### src/rtl/cache_ctrl_fsm_p.sv
// Direct-mapped cache controller: hit/miss compare, dirty-line write-back and line fill.
// Memory reads return a fixed MEM_LAT cycles after issue, whether or not m_stall is asserted.
module cache_ctrl_fsm_p #(
  parameter int ADDR_W  = 16,
  parameter int DATA_W  = 16,
  parameter int WORDS   = 4,
  parameter int MEM_LAT = 2,
  parameter int INDEX_W = 8,
  localparam int OFF_W  = $clog2(WORDS),
  localparam int TAG_W  = ADDR_W - INDEX_W - OFF_W - 1
) (
  input  logic               clk,
  input  logic               rst,
  input  logic               rd,
  input  logic               wr,
  input  logic [ADDR_W-1:0]  addr,
  input  logic [DATA_W-1:0]  data_in,
  output logic [DATA_W-1:0]  data_out,
  output logic               done,
  output logic               cache_hit,
  output logic               err,
  output logic               stall,
  input  logic               c_hit,
  input  logic               c_valid,
  input  logic               c_dirty,
  input  logic [TAG_W-1:0]   c_tag_out,
  input  logic [DATA_W-1:0]  c_data_out,
  output logic               c_enable,
  output logic               c_comp,
  output logic               c_write,
  output logic               c_valid_in,
  output logic [TAG_W-1:0]   c_tag_in,
  output logic [INDEX_W-1:0] c_index,
  output logic [OFF_W-1:0]   c_offset,
  output logic [DATA_W-1:0]  c_data_in,
  output logic               m_rd,
  output logic               m_wr,
  output logic [ADDR_W-1:0]  m_addr,
  output logic [DATA_W-1:0]  m_data_in,
  input  logic [DATA_W-1:0]  m_data_out,
  input  logic               m_stall
);

  // state | meaning
  // IDLE  | waiting for a single rd or wr strobe
  // COMP  | tag compare / hit access with the latched request
  // WB    | writing the dirty victim line back, one word per accepted cycle
  // FILL  | issuing line reads and writing returned words into the array
  // RETRY | second compare after the fill; a hit here is not reported as a cache hit
  typedef enum logic [2:0] {IDLE, COMP, WB, FILL, RETRY} state_t;

  localparam logic [OFF_W-1:0] LAST_OFF = OFF_W'(WORDS - 1);

  state_t state, state_nxt;

  logic               req_wr;
  logic [TAG_W-1:0]   req_tag;
  logic [INDEX_W-1:0] req_index;
  logic [OFF_W-1:0]   req_off;
  logic [DATA_W-1:0]  req_data;

  logic [OFF_W-1:0]   wb_cnt;
  logic [OFF_W:0]     issue_cnt;
  logic [OFF_W-1:0]   ret_cnt;
  logic [MEM_LAT-1:0] pipe_v;
  logic [OFF_W-1:0]   pipe_off [MEM_LAT];
  logic               err_q;

  logic               issue;
  logic               ret;
  logic [OFF_W-1:0]   ret_off;
  logic               addr_unused;

  assign addr_unused = addr[0];
  assign issue   = m_rd && !m_stall;
  assign ret     = pipe_v[MEM_LAT-1];
  assign ret_off = pipe_off[MEM_LAT-1];
  assign stall   = (state != IDLE);
  assign err     = err_q;

  always_ff @(posedge clk or negedge rst) begin
    if (!rst) begin
      state     <= IDLE;
      req_wr    <= 1'b0;
      req_tag   <= '0;
      req_index <= '0;
      req_off   <= '0;
      req_data  <= '0;
      wb_cnt    <= '0;
      issue_cnt <= '0;
      ret_cnt   <= '0;
      pipe_v    <= '0;
      err_q     <= 1'b0;
      for (int i = 0; i < MEM_LAT; i++) pipe_off[i] <= '0;
    end else begin
      state <= state_nxt;
      err_q <= (state == IDLE) && rd && wr;
      if ((state == IDLE) && (rd ^ wr)) begin
        req_wr    <= wr;
        req_tag   <= addr[ADDR_W-1 -: TAG_W];
        req_index <= addr[INDEX_W+OFF_W -: INDEX_W];
        req_off   <= addr[OFF_W:1];
        req_data  <= data_in;
      end
      if (state != WB) wb_cnt <= '0;
      else if (!m_stall) wb_cnt <= wb_cnt + 1'b1;
      if (state != FILL) begin
        issue_cnt <= '0;
        ret_cnt   <= '0;
      end else begin
        if (issue) issue_cnt <= issue_cnt + 1'b1;
        if (ret) ret_cnt <= ret_cnt + 1'b1;
      end
      // return pipeline: slot MEM_LAT-1 lines up with m_data_out for that read
      pipe_v[0]   <= issue;
      pipe_off[0] <= issue_cnt[OFF_W-1:0];
      for (int i = 1; i < MEM_LAT; i++) begin
        pipe_v[i]   <= pipe_v[i-1];
        pipe_off[i] <= pipe_off[i-1];
      end
    end
  end

  always_comb begin
    state_nxt  = state;
    data_out   = '0;
    done       = 1'b0;
    cache_hit  = 1'b0;
    c_enable   = 1'b0;
    c_comp     = 1'b0;
    c_write    = 1'b0;
    c_valid_in = 1'b0;
    c_tag_in   = req_tag;
    c_index    = req_index;
    c_offset   = '0;
    c_data_in  = '0;
    m_rd       = 1'b0;
    m_wr       = 1'b0;
    m_addr     = '0;
    m_data_in  = '0;
    case (state)
      IDLE: begin
        if (rd ^ wr) state_nxt = COMP;
      end
      COMP, RETRY: begin
        c_enable   = 1'b1;
        c_comp     = 1'b1;
        c_write    = req_wr;
        c_valid_in = req_wr;
        c_offset   = req_off;
        c_data_in  = req_data;
        if (c_hit && c_valid) begin
          done      = 1'b1;
          cache_hit = (state == COMP);
          data_out  = c_data_out;
          state_nxt = IDLE;
        end else if ((state == COMP) && c_valid && c_dirty) begin
          state_nxt = WB;
        end else begin
          state_nxt = FILL;
        end
      end
      WB: begin
        c_enable  = 1'b1;
        c_offset  = wb_cnt;
        m_wr      = 1'b1;
        m_addr    = {c_tag_out, req_index, wb_cnt, 1'b0};
        m_data_in = c_data_out;
        if (!m_stall && (wb_cnt == LAST_OFF)) state_nxt = FILL;
      end
      FILL: begin
        if (!issue_cnt[OFF_W]) begin
          m_rd   = 1'b1;
          m_addr = {req_tag, req_index, issue_cnt[OFF_W-1:0], 1'b0};
        end
        if (ret) begin
          c_enable   = 1'b1;
          c_write    = 1'b1;
          c_valid_in = 1'b1;
          c_offset   = ret_off;
          c_data_in  = m_data_out;
          if (ret_cnt == LAST_OFF) state_nxt = RETRY;
        end
      end
      default: state_nxt = IDLE;
    endcase
  end

endmodule

### config.mk
export PLATFORM = sky130hd
export DESIGN_NAME = cache_ctrl_fsm_p
export DESIGN_NICKNAME = d
export VERILOG_FILES = /design/src/rtl/cache_ctrl_fsm_p.sv
export SDC_FILE = /design/constraint.sdc
export NUM_CORES = 1
export LEC_CHECK = 0
export CORE_MARGIN = 5
export CORE_UTILIZATION = 50
export DETAILED_ROUTE_END_ITERATION = 10
export DONT_BUFFER_PORTS = 1
export PLACE_DENSITY = 0.69
export SLEW_MARGIN = 20
export SYNTH_ARGS = -nofsm -noshare
export SYNTH_HDL_FRONTEND = slang
export SYNTH_SLANG_ARGS = --single-unit
### constraint.sdc
create_clock -name clk -period 1.9 [get_ports clk]
set_input_delay 0.475 -clock clk [delete_from_list [all_inputs] [get_ports clk]]
set_output_delay 0.475 -clock clk [all_outputs]
set_load 0.02 [all_outputs]
==> summary.md <==
| Metric | Value |
|---|---|
| RSZ-0062 raised after global routing | `true` |
| Vias in the first global route | `around 2000` |
| VDD IR max | `between 0.8 and 0.9 mV` |
| Final setup viols | `76` |
| Hold WC Path Type | `input pin to async pin` |
| Syn Area/Cell | `between 10 and 15 um^2` |
| Final Critical Period | `approximately 2100 ps` |
| Post-synth EDFFs | `0` |
| Post-Synth Adder-Cell Area | `under 10%` |
| Initial detailed-routing violation count | `57` |
| DP HPWL | `4600 um` |
| IO Port Bufs | `0` |
| Initial core utilization | `51.8%` |
| Grt total ovfl | `0` |
| Switching Fraction | `39.8%` |
| Asr flop ratio synth | `100%` |
| Area grow syn2layout | `29.3%` |
| Slowest-stage cell, CP | `dfrtp_2` |
| Diodes inserted | `0` |
| Largest family of logic cells by synthesized area | `multiplexers` |
| Most common cell after layout, fill and taps aside | `dfrtp_1` |
| Pwr/cell area | `about 1400 nW/um^2` |
| DR WL/cell | `around 21 um` |
| Sequential power share | `between 30 and 40%` |
| Critical path required time | `between 1000 and 1500 ps` |
| Post-Synth Simple-Gate Area | `between 10% and 20%` |
| Yosys cell types | `38` |
| Fin. max-slew vios | `0` |
| Area of the die | `6880 um^2` |
| Syn_nets | `300` |
| Synthesized instance count | `220` |
| Critical path arrival | `roughly 1700 ps` |
| Rows | `26` |
| Fmax | `about 0.47 GHz` |
| Crit share post-route | `112%` |
| Xor-xnor portion of the synthesized cell area | `1.64%` |
| Critical-path cell list | `buf_4 > nand3b_4 > nor2_2 > buf_12 > a221o_1 > buf_6` |
| Chip width | `83.0 um` |
| Post-DP Area | `~2900 um^2` |
| Largest net degree at the start of global routing | `50` |
| Compound-Gate Fraction of Synth Area | `between 10% and 20%` |
| Pleak | `roughly 1.8 nW` |
| Root buffer cell | `clkbuf_8` |
| Worst Setup SP | `state[0]` |
| Crit path kind | `register to output port` |
| DRC viols | `0` |
| Placer congestion estimate | `around 0.81` |
| Setup ws final | `-236 ps` |
| CP Launch Type | `register` |
| DR vias | `1878` |
| Minimum hold slack | `21.5 ps` |
| Final Hold Fails | `0` |
| Violated checks | `negative setup slack` |
| CP Capture Type | `output port` |
| Worst r2r path cells | `8` |
| Clock share of power | `roughly an eighth` |
| Outcome | `complete, but fails checks` |
| Fin nets | `~330` |
| Sink Count | `slightly below 50` |
| Post-route cell area | `about 3400 um^2` |
| Reg2Reg Setup Slack | `0 ps` |
| Core ar. | `a little over 5000 um^2` |
| CTS tree | `done` |
| GRT Total Usage | `19.0%` |
| Combinational power share | `approximately half` |
| Crit-path max cell delay | `roughly 470 ps` |
| CTS Buf Count | `5` |
| Post-Route WL | `just under 7000 um` |
| DR pass1 iterations | `4` |
| DRT antenna net count | `0` |
| Io pins | `around 170` |
| Post-Route Skew | `about 6.4 ps` |
| Sw Pwr | `just under 2 mW` |
| Clock slew at reported path FFs | `roughly 90 ps` |
| CTS Buffer Depth | `2` |
| Cell Int Power | `a little under 3 mW` |
| First-pass GRT wire length | `10500 um` |
| R2r endpoint | `c_tag_in[2]` |
| Initial antenna violation count | `0` |
| Most used DFF post-synth | `dfrtp_1` |
| Mux share of post-synthesis cell area | `a little under a fifth` |
| Crit path max fanout | `20` |
| Most frequent cells in the layout | `46 x dfrtp_1, 42 x and2_4, 30 x mux2_4, 17 x buf_6, 14 x buf_4` |
| Number of max-cap violations | `0` |
| Yosys Warn Count | `0` |
| Via-to-Cell Ratio | `5.91` |
| Die extent in y | `slightly above 80 um` |
| Sequential cell area fraction in the yosys report | `about 46%` |
| Synth Register Bits | `just under 50` |
| FF-to-FF Start | `state[0]` |
| Share of layout cells above drive strength 1 | `about three fifths` |
| Utilization after layout | `roughly two thirds` |
| Worst skew pair latency | `290 ps` |
| H-tree depth | `2` |
| Mapped Area | `roughly 2700 um^2` |
-- synthesized netlist by cell type, drive strengths merged (4+ instances only) --
cell,n,share of area (%)
a21oi,4,0.75
a22o,21,6.9
and2,43,10
buf,14,3.9
dfrtp,49,46
inv,5,0.70
mux2,32,18
nand2,5,0.80
nor2,10,1.5
xnor2,4,1.3
-- per-layer routing --
layer / up-vias / global-route usage (%) / share of wire [%]
met4: 0 / 8.17 / 2.4
met5: - / 0 / 0
li1: 820 / - / -
met2: 127 / 32.7 / 52
met3: 17 / 6.44 / 9.4
met1: 914 / 21.4 / 36
-- power groups by stage --
stage | sequential, mW | clock (mW) | combinational, mW
global placement | 1.75 | 0 | 1.81
floorplan | 1.69 | 0 | 1.49
detailed placement | 1.77 | 0 | 1.83
CTS | 1.79 | 0.631 | 2.38
finish | 1.79 | 0.596 | 2.44
global route | 1.84 | 0.673 | 2.59
-- cell families after synthesis --
kind of cell	Yosys count
simple gates	70
flops	49
compound gates	37
mux	34
buf+inv	21
xor+xnor	5
fa+ha+maj	3
other cells	1
-- area by class of cell --
cell class                 instances  area [um^2]
clock buffer                       6         72.6
clock inverter                     2         15.0
timing repair buffer              36          399
fill                             373         1700
multi-input combinational        150         1620
tap                               70         87.6
sequential                        49         1230
inverter                           5         18.8
-- critical path: cells and delay by family (launching register included) --
kind	cells	cell delay [ps]
buffers and inverters	3	460
AO/OA/AOI/OAI	1	310
flip-flops	1	470
AND/OR/NAND/NOR	2	130
-- flip-flops by register name, summed over array words and instances (netlist names), 2 cells and up --
| register | flops |
|---|---|
| pipe_off | 2 |
| state | 3 |
| pipe_v | 2 |
| issue_cnt | 3 |
| ret_cnt | 2 |
| ret_off | 2 |
| req_off | 2 |
| req_data | 16 |
| wb_cnt | 2 |
| c_tag_in | 5 |
| c_index | 8 |
-- timing repair --
action | in CTS | in global routing
setup endpoints to repair | 73 | 74
cloned | 3 | 0
setup buffers | 6 | 3
hold endpoints to repair | 49 | 0
hold buffers | 1 | 0
gates resized for setup | 127 | 21
pin swaps | 19 | 27
-- metrics by stage --
step / TNS [ps] / power, mW / setup WS (ps) / std cells
3_3_place_gp: 0 / 3.56 / 23.9 / 297
2_1_floorplan: 0 / 3.18 / 15.3 / 220
5_1_grt: -18420 / 5.11 / -292 / 318
4_1_cts: -13010 / 4.79 / -236 / 315
3_5_place_dp: 0 / 3.60 / 8.40 / 297
6_report: -12000 / 4.83 / -236 / 318
-- worst max-delay path by stage --
stage               cells after the start      endpoint  slack (ps)
finish                                  6   c_offset[0]        -240
global route                            6   c_offset[0]        -290
CTS                                     4   c_offset[1]        -240
global placement                        4  c_data_in[2]          20
detailed placement                      4  c_data_in[2]           8
floorplan                               5  data_out[10]          20
Power figures use the tool's default switching activity.
